$ cat src/rtl/instr_sequencer.sv
// -----------------------------------------------------------------------------
// instr_sequencer
//   Multi-cycle control FSM for the 16-bit core. Sequences fetch, decode,
//   execute, memory and writeback. It drives the IR/PC/register-file write
//   enables and owns one shared memory port with a req/ack handshake.
//
//   Parameters
//     MEM_TIMEOUT  max cycles a memory request may wait for ack (0 = no limit)
//     CNT_W        width of the timeout counter (must hold MEM_TIMEOUT)
//
//   Ports
//     clk, rst_n          clock, synchronous active-low reset
//     run                 execute instructions / stop at instruction boundary
//     instr_class         IR[15:14]: 00 mem, 01 alu, 10 jump, 11 illegal
//     jmp_cond            IR[13:11]: 111 NOP, 110 unconditional, else cond.
//     dec_mem_read/write  decoder load/store flags
//     dec_reg_write       decoder register-write flag
//     cmp_taken           branch comparator result
//     mem_ack             memory completes the request this cycle
//     mem_req, mem_we,    memory request, write select,
//     mem_addr_sel        address source (0 PC, 1 ALU result)
//     ir_we, pc_we,       IR load, PC update,
//     pc_src, rf_we       PC source (0 PC+1, 1 target), register write
//     retired             one-cycle pulse per completed instruction
//     busy, fault,        activity flag, sticky fault flag,
//     fault_code          01 illegal, 10 fetch timeout, 11 data timeout
//     retire_count        retired-instruction count
//
//   Build option
//     SEQ_RETIRE_CNT_EN   when defined, retire_count is a saturating counter;
//                         otherwise it is tied to zero.
// -----------------------------------------------------------------------------
module instr_sequencer #(
    parameter int unsigned MEM_TIMEOUT = 15,
    parameter int unsigned CNT_W       = 4
) (
    input  logic        clk,
    input  logic        rst_n,
    input  logic        run,
    input  logic [1:0]  instr_class,
    input  logic [2:0]  jmp_cond,
    input  logic        dec_mem_read,
    input  logic        dec_mem_write,
    input  logic        dec_reg_write,
    input  logic        cmp_taken,
    input  logic        mem_ack,
    output logic        mem_req,
    output logic        mem_we,
    output logic        mem_addr_sel,
    output logic        ir_we,
    output logic        pc_we,
    output logic        pc_src,
    output logic        rf_we,
    output logic        retired,
    output logic        busy,
    output logic        fault,
    output logic [1:0]  fault_code,
    output logic [15:0] retire_count
);

    typedef enum logic [2:0] {
        S_IDLE,
        S_FETCH,
        S_DECODE,
        S_EXEC,
        S_MEM,
        S_WB,
        S_FAULT
    } state_e;

    localparam logic [CNT_W-1:0] TO_LAST =
        CNT_W'((MEM_TIMEOUT == 0) ? 0 : MEM_TIMEOUT - 1);

    state_e           state_q, state_d;
    logic [CNT_W-1:0] cnt_q, cnt_d;
    logic [1:0]       fault_code_q, fault_code_d;

    logic mem_req_q,      mem_req_d;
    logic mem_we_q,       mem_we_d;
    logic mem_addr_sel_q, mem_addr_sel_d;
    logic pc_we_q,        pc_we_d;
    logic pc_src_q,       pc_src_d;
    logic rf_we_q,        rf_we_d;
    logic retired_q,      retired_d;
    logic busy_q,         busy_d;
    logic fault_q,        fault_d;

    logic timeout_hit;
    logic jump_taken;
    logic store_retire;

    // The load/store split is fully determined by class 00 plus dec_mem_write.
    logic unused_dec_mem_read;
    assign unused_dec_mem_read = dec_mem_read;

    assign timeout_hit = (MEM_TIMEOUT != 0) && (cnt_q == TO_LAST);
    assign jump_taken  = (jmp_cond == 3'b110) ||
                         ((jmp_cond != 3'b111) && cmp_taken);

    // Store completes on the ack cycle itself, so its retire strobes are
    // ack-qualified like ir_we rather than registered.
    assign store_retire = (state_q == S_MEM) && mem_ack && dec_mem_write;

    always_comb begin
        state_d      = state_q;
        cnt_d        = cnt_q;
        fault_code_d = fault_code_q;

        case (state_q)
            S_IDLE: begin
                if (run) begin
                    state_d = S_FETCH;
                    cnt_d   = '0;
                end
            end
            S_FETCH: begin
                if (mem_ack) begin
                    state_d = S_DECODE;
                end else if (timeout_hit) begin
                    state_d      = S_FAULT;
                    fault_code_d = 2'b10;
                end else begin
                    cnt_d = cnt_q + 1'b1;
                end
            end
            S_DECODE: begin
                if (instr_class == 2'b11) begin
                    state_d      = S_FAULT;
                    fault_code_d = 2'b01;
                end else begin
                    state_d = S_EXEC;
                end
            end
            S_EXEC: begin
                case (instr_class)
                    2'b00: begin
                        state_d = S_MEM;
                        cnt_d   = '0;
                    end
                    2'b01: state_d = S_WB;
                    2'b10: begin
                        state_d = run ? S_FETCH : S_IDLE;
                        cnt_d   = '0;
                    end
                    default: begin
                        state_d      = S_FAULT;
                        fault_code_d = 2'b01;
                    end
                endcase
            end
            S_MEM: begin
                if (mem_ack) begin
                    if (dec_mem_write) begin
                        state_d = run ? S_FETCH : S_IDLE;
                        cnt_d   = '0;
                    end else begin
                        state_d = S_WB;
                    end
                end else if (timeout_hit) begin
                    state_d      = S_FAULT;
                    fault_code_d = 2'b11;
                end else begin
                    cnt_d = cnt_q + 1'b1;
                end
            end
            S_WB: begin
                state_d = run ? S_FETCH : S_IDLE;
                cnt_d   = '0;
            end
            S_FAULT: state_d = S_FAULT;
            default: state_d = S_IDLE;
        endcase

        // Registered Moore outputs are computed from the next state; decoder
        // and comparator inputs are already stable when EXEC/MEM/WB is entered.
        mem_req_d      = (state_d == S_FETCH) || (state_d == S_MEM);
        mem_addr_sel_d = (state_d == S_MEM);
        mem_we_d       = (state_d == S_MEM) && dec_mem_write;
        pc_we_d        = (state_d == S_WB) ||
                         ((state_d == S_EXEC) && (instr_class == 2'b10));
        retired_d      = pc_we_d;
        pc_src_d       = (state_d == S_EXEC) && (instr_class == 2'b10) && jump_taken;
        rf_we_d        = (state_d == S_WB) && dec_reg_write;
        busy_d         = (state_d != S_IDLE) && (state_d != S_FAULT);
        fault_d        = (state_d == S_FAULT);
    end

    always_ff @(posedge clk) begin
        if (!rst_n) begin
            state_q        <= S_IDLE;
            cnt_q          <= '0;
            fault_code_q   <= '0;
            mem_req_q      <= 1'b0;
            mem_we_q       <= 1'b0;
            mem_addr_sel_q <= 1'b0;
            pc_we_q        <= 1'b0;
            pc_src_q       <= 1'b0;
            rf_we_q        <= 1'b0;
            retired_q      <= 1'b0;
            busy_q         <= 1'b0;
            fault_q        <= 1'b0;
        end else begin
            state_q        <= state_d;
            cnt_q          <= cnt_d;
            fault_code_q   <= fault_code_d;
            mem_req_q      <= mem_req_d;
            mem_we_q       <= mem_we_d;
            mem_addr_sel_q <= mem_addr_sel_d;
            pc_we_q        <= pc_we_d;
            pc_src_q       <= pc_src_d;
            rf_we_q        <= rf_we_d;
            retired_q      <= retired_d;
            busy_q         <= busy_d;
            fault_q        <= fault_d;
        end
    end

    assign mem_req      = mem_req_q;
    assign mem_we       = mem_we_q;
    assign mem_addr_sel = mem_addr_sel_q;
    assign ir_we        = (state_q == S_FETCH) && mem_ack;
    assign pc_we        = pc_we_q   | store_retire;
    assign retired      = retired_q | store_retire;
    assign pc_src       = pc_src_q;
    assign rf_we        = rf_we_q;
    assign busy         = busy_q;
    assign fault        = fault_q;
    assign fault_code   = fault_code_q;

`ifdef SEQ_RETIRE_CNT_EN
    logic [15:0] retire_count_q, retire_count_d;

    always_comb begin
        retire_count_d = retire_count_q;
        if (retired && (retire_count_q != 16'hFFFF)) begin
            retire_count_d = retire_count_q + 16'd1;
        end
    end

    always_ff @(posedge clk) begin
        if (!rst_n) begin
            retire_count_q <= '0;
        end else begin
            retire_count_q <= retire_count_d;
        end
    end

    assign retire_count = retire_count_q;
`else
    assign retire_count = '0;
`endif

endmodule
$ cat config.mk
export PLATFORM = sky130hd
export DESIGN_NAME = instr_sequencer
export DESIGN_NICKNAME = d
export VERILOG_FILES = /design/src/rtl/instr_sequencer.sv
export SDC_FILE = /design/constraint.sdc
export NUM_CORES = 1
export LEC_CHECK = 0
export ABC_CLOCK_PERIOD_IN_PS = 2000
export CELL_PAD_IN_SITES_DETAIL_PLACEMENT = 1
export CELL_PAD_IN_SITES_GLOBAL_PLACEMENT = 1
export CORE_UTILIZATION = 30
export DETAILED_ROUTE_END_ITERATION = 10
export HOLD_SLACK_MARGIN = 0.1
export PLACE_DENSITY = 0.77
export SLEW_MARGIN = 20
export SYNTH_ARGS = -nofsm -noshare
export SYNTH_HDL_FRONTEND = slang
export SYNTH_SLANG_ARGS = --single-unit
$ cat constraint.sdc
create_clock -name clk -period 2 [get_ports clk]
set_input_delay 0.4 -clock clk [delete_from_list [all_inputs] [get_ports clk]]
set_output_delay 0.4 -clock clk [all_outputs]
set_load 0.01 [all_outputs]
== After elaboration in Yosys (flattened, before gate mapping) ==
Index checks and enable logic that the tools add are counted.

* Input port bits: 13
* Output and inout port bits: 28
* Word-level logic and storage cells: 84
* Register bits: 17

* Equality and inequality tests: 27
* Add/sub/neg operators: 1
* Muxes and demuxes: 23
* Bitwise operators: 1
* Reductions and logical operators: 21

{| class="wikitable"
|+ Operator list
! cell !! number
|-
| 4-bit 2-to-1 mux || 6
|-
| 3-bit == test, second input constant || 7
|-
| 3-bit case mux with 7 select lines || 1
|-
| 4-bit case mux with 5 select lines || 1
|-
| 3-bit 2-to-1 mux || 6
|-
| 2-bit != test, second input constant || 8
|-
| 2-bit 2-to-1 mux || 6
|-
| 3-bit by 2-bit == test with 1-bit output, second input constant || 3
|-
| 1-bit logical AND || 9
|-
| 3-bit != test, second input constant || 3
|-
| 3-bit case mux with 3 select lines || 1
|-
| 2-bit case mux with 4 select lines || 1
|-
| 7-bit AND reduction || 1
|-
| 3-bit by 1-bit == test with 1-bit output, second input constant || 2
|-
| 5-bit AND reduction || 1
|-
| 5-bit nonzero test || 1
|-
| 4-bit by 1-bit adder with 4-bit output, second input constant || 1
|-
| 2-bit == test, second input constant || 2
|-
| 4-bit == test, second input constant || 1
|-
| 4-bit nonzero test || 1
|-
| 3-bit zero test || 1
|-
| 1-bit logical OR || 3
|-
| 3-bit nonzero test || 1
|-
| 3-bit OR reduction || 1
|-
| other kinds (5) || 5
|}

== Logic depth before layout (Yosys ltp) ==
* Depth after elaboration: 7
* Mapped depth: 8
* Mapped depth without buffers: 7

== Least setup slack after synthesis ==
Ideal clock, no wire load.

* Path type: flip-flop to flip-flop
* Start: register cnt_q[0]
* End: register pc_src_q, in the netlist pc_src
* Buffers on the path: 0
* Data required time: 1.912 ns
* Arrival time: 1.690 ns
* Stages on the path, launching flop included: 8
* Clock period less this slack: 1.778 ns
* Setup time: 0.088 ns
* Path slack: 0.222 ns
* Cell sequence: dfxtp_1 inv_1 ha_1 and3_1 or4_1 o211ai_2 nand2_2 nor4_2

* Word-level cells in the longest chain between the ends: 7
* Elaborated cells between the ends (all ways): 8
* Those cells by class: eq/ne: 2; mux: 4; reduce/logical: 2

{| class="wikitable"
|+ RTL lines
! item !! line !! source
|-
| start: declaration || 75 || <nowiki>logic [CNT_W-1:0] cnt_q, cnt_d;</nowiki>
|-
| start signal: assignment || 204 || <nowiki>cnt_q <= cnt_d;</nowiki>
|-
| 4-bit == test (*) || 96 || <nowiki>assign timeout_hit = (MEM_TIMEOUT != 0) && (cnt_q == TO_LAST);</nowiki>
|-
| 3-bit 2-to-1 mux (*) || 119, 159 ||
|-
| 3-bit 2-to-1 mux, on equally long branches || 152, 117 ||
|-
| 3-bit case mux with 7 select lines (*) || 109 || <nowiki>case (state_q)</nowiki>
|-
| 3-bit by 2-bit == test with 1-bit output (*) || 182 || <nowiki>pc_src_d = (state_d == S_EXEC) && (instr_class == 2'b10) && jump_taken;</nowiki>
|-
| 1-bit logical AND (*) (2 in a row) || 182 ||
|-
| end signal: assignment || 210 || <nowiki>pc_src_q <= pc_src_d;</nowiki>
|-
| end: declaration || 82 || <nowiki>logic pc_src_q, pc_src_d;</nowiki>
|}

Mark *: on every way between the ends. The rest lies on a longest branch, timed or not.
A chain may end at the register's enable or synchronous reset.

== Final worst setup path ==
* Start: input port instr_class[0]
* End: register mem_we_q, in the netlist mem_we

* Word-level cells in the longest chain between the ends: 5
* Elaborated cells between the ends (all ways): 9
* Those cells by class: eq/ne: 4; mux: 3; reduce/logical: 2

{| class="wikitable"
|+ RTL lines
! item !! line !! source
|-
| start: declaration || 40 || <nowiki>input logic [1:0] instr_class,</nowiki>
|-
| 2-bit == test, or another cell as far along || 135 || <nowiki>case (instr_class)</nowiki>
|-
| 3-bit case mux with 3 select lines / 3-bit 2-to-1 mux (equally long branches) || 135, 127 ||
|-
| 3-bit case mux with 7 select lines (*) || 109 ||
|-
| 3-bit == test (*) || 178 || <nowiki>mem_we_d = (state_d == S_MEM) && dec_mem_write;</nowiki>
|-
| 1-bit logical AND (*) || 178 ||
|-
| end signal: assignment || 207 || <nowiki>mem_we_q <= mem_we_d;</nowiki>
|-
| end: declaration || 79 || <nowiki>logic mem_we_q, mem_we_d;</nowiki>
|}

Marks and branches as above.

==> results.md <==
- Outcome: finished, final reports clean
- Static leakage: 0.6670 nW
- Area Growth Syn to Fin: 35.20%
- Dominant combinational cell family by area after synthesis: simple AND/OR/NAND/NOR gates
- Nets: 188
- Final weighted congestion of routability-driven global placement: 0.8577
- Core box area: 3442 µm²
- Sequential cell area fraction in the yosys report: 0.3039
- Cell at the root of the clock tree: sky130_fd_sc_hd__clkbuf_8
- GRT Resource Usage Total: 0.1645
- Mapped Cells: 134
- Min Clock Period, post-route: 1.926 ns
- Startpoint type of the worst setup path: input port
- I/O Pins: 41
- Classification of the worst-slack hold path: flop to flop
- Simple logic cell fraction of the synthesized area: 0.2458
- Port Buf Inserts: 23
- Largest net degree at the start of global routing: 16
- FFs w/ async S/R, synth: 0
- Final non-filler cell area: roughly 1500 µm²
- Global-route wire length before repair: between 5000 and 6000 µm
- Post-route fraction of the period consumed by the critical path: 0.9628
- H-tree level count: 1
- Number of buffers inserted by hold repair at cts: 0
- Total number of vias: 1065
- Per-cell routed wire length: 14.29 µm
- Vias per cell: 4.885
- Post-Place Setup Slack: -0.2384 ns
- Min Hold Slack: 0.5093 ns
- Setup repair after global routing missed its margin: no
- DRC viols: 0
- Register bit count reported by yosys: 17
- Highest-count cells in the layout ignoring fill and taps: sky130_fd_sc_hd__clkdlybuf4s50_1, sky130_fd_sc_hd__buf_4, sky130_fd_sc_hd__conb_1
- Warnings, synthesis: 0
- Clk slew on worst S/H paths: 0.07 ns
- Maximum fanout along the worst path: 5
- Ratio of cells with drive above 1 in the final layout: 0.2209
- Number of standard-cell rows in the floorplan: 21
- Gr ovfl total: 0
- End-of-flow core utilization: 0.4398
- Sink Count: 17
- DP HPWL: around 2400 µm
- Post-detailed-route count of antenna-violating nets: 0
- Endpoint kind of the worst setup timing path: flop
- Finished Layout Cells: between 200 and 250
- Clock tree from TritonCTS: done
- Final Max Slew Viols: 0
- Power per Cell Area: 634.2 nW/µm²
- Max Clock Skew: 0.002395 ns
- Antenna cell count: 0
- Drt total wl: slightly above 3000 µm
- Synthesized-area fraction occupied by xor and xnor cells: 0.02346
- Cell breakdown of the critical path: clkdlybuf4s50_1 -> mux2i_1 -> a221oi_2 -> o211ai_2 -> or3_4 -> nor2_1
- Initial drt markers: 28
- Worst ir drop on vdd: 274.7 µV
- Syn_area_per_cell: 8.357 µm²
- PnR worst setup slack: 0.07439 ns
- Power consumption: 0.9601 mW
- Starting density of the core: 0.3253
- Placed inst area: between 1000 and 1500 µm²
- Horizontal extent of the die: 63.10 µm
- Number of iterations in the first detailed-routing pass: 4
- Total Neg Setup Slack: 0 ns
- Max-cap violation count: 0
- Post-synthesis compound-gate area fraction: 0.2324
- Arithmetic-cell share of the synthesized area counting full adders, half adders and majority gates: 0.02235
- Chip height: between 60 and 70 µm
- Critical-path top delay cell: sky130_fd_sc_hd__clkdlybuf4s50_1
- Full die area: between 3000 and 4000 µm²
- Num CTS Buffers: 3
- Number of global-route vias before repair: 1067
- Setup-violating endpoint count in the final report: 0
- Number of enable flip-flop cells after synthesis: 0
- CP required: 2.20 ns
- Clock latency on the worst-skew pair: around 0.26 ns
- Share of cell area taken by muxes after synthesis: 0.008939
- Number of distinct library cells after synthesis: 49
- Most frequently used flop master after synthesis: sky130_fd_sc_hd__dfxtp_1
- Cell Area, Synth: 1120 µm²
- Number of instances in the placed design: 214
- Antenna violations before repair: 0
- Type of the setup path with the least slack: input port to flop
- Buffer depth of the longest clock path: 2
- Arrival time of data at the critical path endpoint: 2.13 ns
- CP max stage delay: 0.56 ns
- Endpoints failing hold: 0
- Fmax: ~0.52 GHz
## repair_timing
item	4_1_cts	5_1_grt
gates resized for setup	6	5
setup buffers	0	0
setup endpoints to repair	3	2
## area by class of cell
cell class	count	area, µm²
Fill cell	422	1928
Multi-Input combinational cell	103	666.9
Timing Repair Buffer	42	377.9
Sequential cell	17	342.8
Tap cell	46	57.56
Clock buffer	3	41.29
Inverter	6	22.52
Clock inverter	1	5.005
## layer usage
layer / track usage / routed length, µm / part of all wire
met5: 0 / 0 / 0
met4: 0.06686 / 81 / 0.026
met3: 0.02717 / 153 / 0.049
met2: 0.2903 / 1523 / 0.49
met1: 0.1949 / 1356 / 0.44
## critical path: cells and delay by family
kind                   cells  cell delay [ns]
and+or+nand+nor            2             0.52
muxes                      1             0.12
buffers and inverters      1             0.56
AOI/OAI and AO/OA          2             0.51
## where the power goes
| part | total, mW | internal [mW] | leakage [nW] | switching (mW) |
|---|---|---|---|---|
| clock | 0.263 | 0.138 | 0.0255 | 0.125 |
| combinational | 0.322 | 0.148 | 0.503 | 0.173 |
| sequential | 0.375 | 0.362 | 0.139 | 0.0134 |
| total | 0.960 | 0.649 | 0.667 | 0.312 |
## worst paths after layout
kind             startpoint  slack (ns)  cells after the start       endpoint
max          instr_class[0]        0.07                      6         mem_we
min           fault_code[0]        0.51                      2  fault_code[0]
max reg2reg        cnt_q[0]        0.14                      7         pc_src
min reg2reg   fault_code[0]        0.51                      2  fault_code[0]
## state kept, by name, summed over array words and instances, names as in the netlist
name	cells
fault_code	2
rf_we	1
mem_req	1
fault	1
pc_src	1
state_q	3
busy	1
mem_addr_sel	1
retired_q	1
mem_we	1
cnt_q	4
## cell usage after synthesis, types with 3 or more instances
cell,instances,share of area
sky130_fd_sc_hd__dfxtp_1,17,0.30
sky130_fd_sc_hd__a21oi_1,8,0.036
sky130_fd_sc_hd__o21ai_0,6,0.027
sky130_fd_sc_hd__buf_2,5,0.022
sky130_fd_sc_hd__nor2_1,13,0.044
sky130_fd_sc_hd__nand2_1,8,0.027
sky130_fd_sc_hd__nor3_1,3,0.013
sky130_fd_sc_hd__and3_1,3,0.017
sky130_fd_sc_hd__inv_1,6,0.020
sky130_fd_sc_hd__nor2b_1,3,0.017
sky130_fd_sc_hd__buf_4,17,0.11
sky130_fd_sc_hd__a31oi_1,3,0.017
## cell families after synthesis
group,Yosys count
AO/OA/AOI/OAI,34
multiplexers,1
AND/OR/NAND/NOR,47
XOR/XNOR,3
other,1
buffers and inverters,29
flip-flops,17
adder cells (fa/ha/maj),2
(Power assumes the default switching activity.)
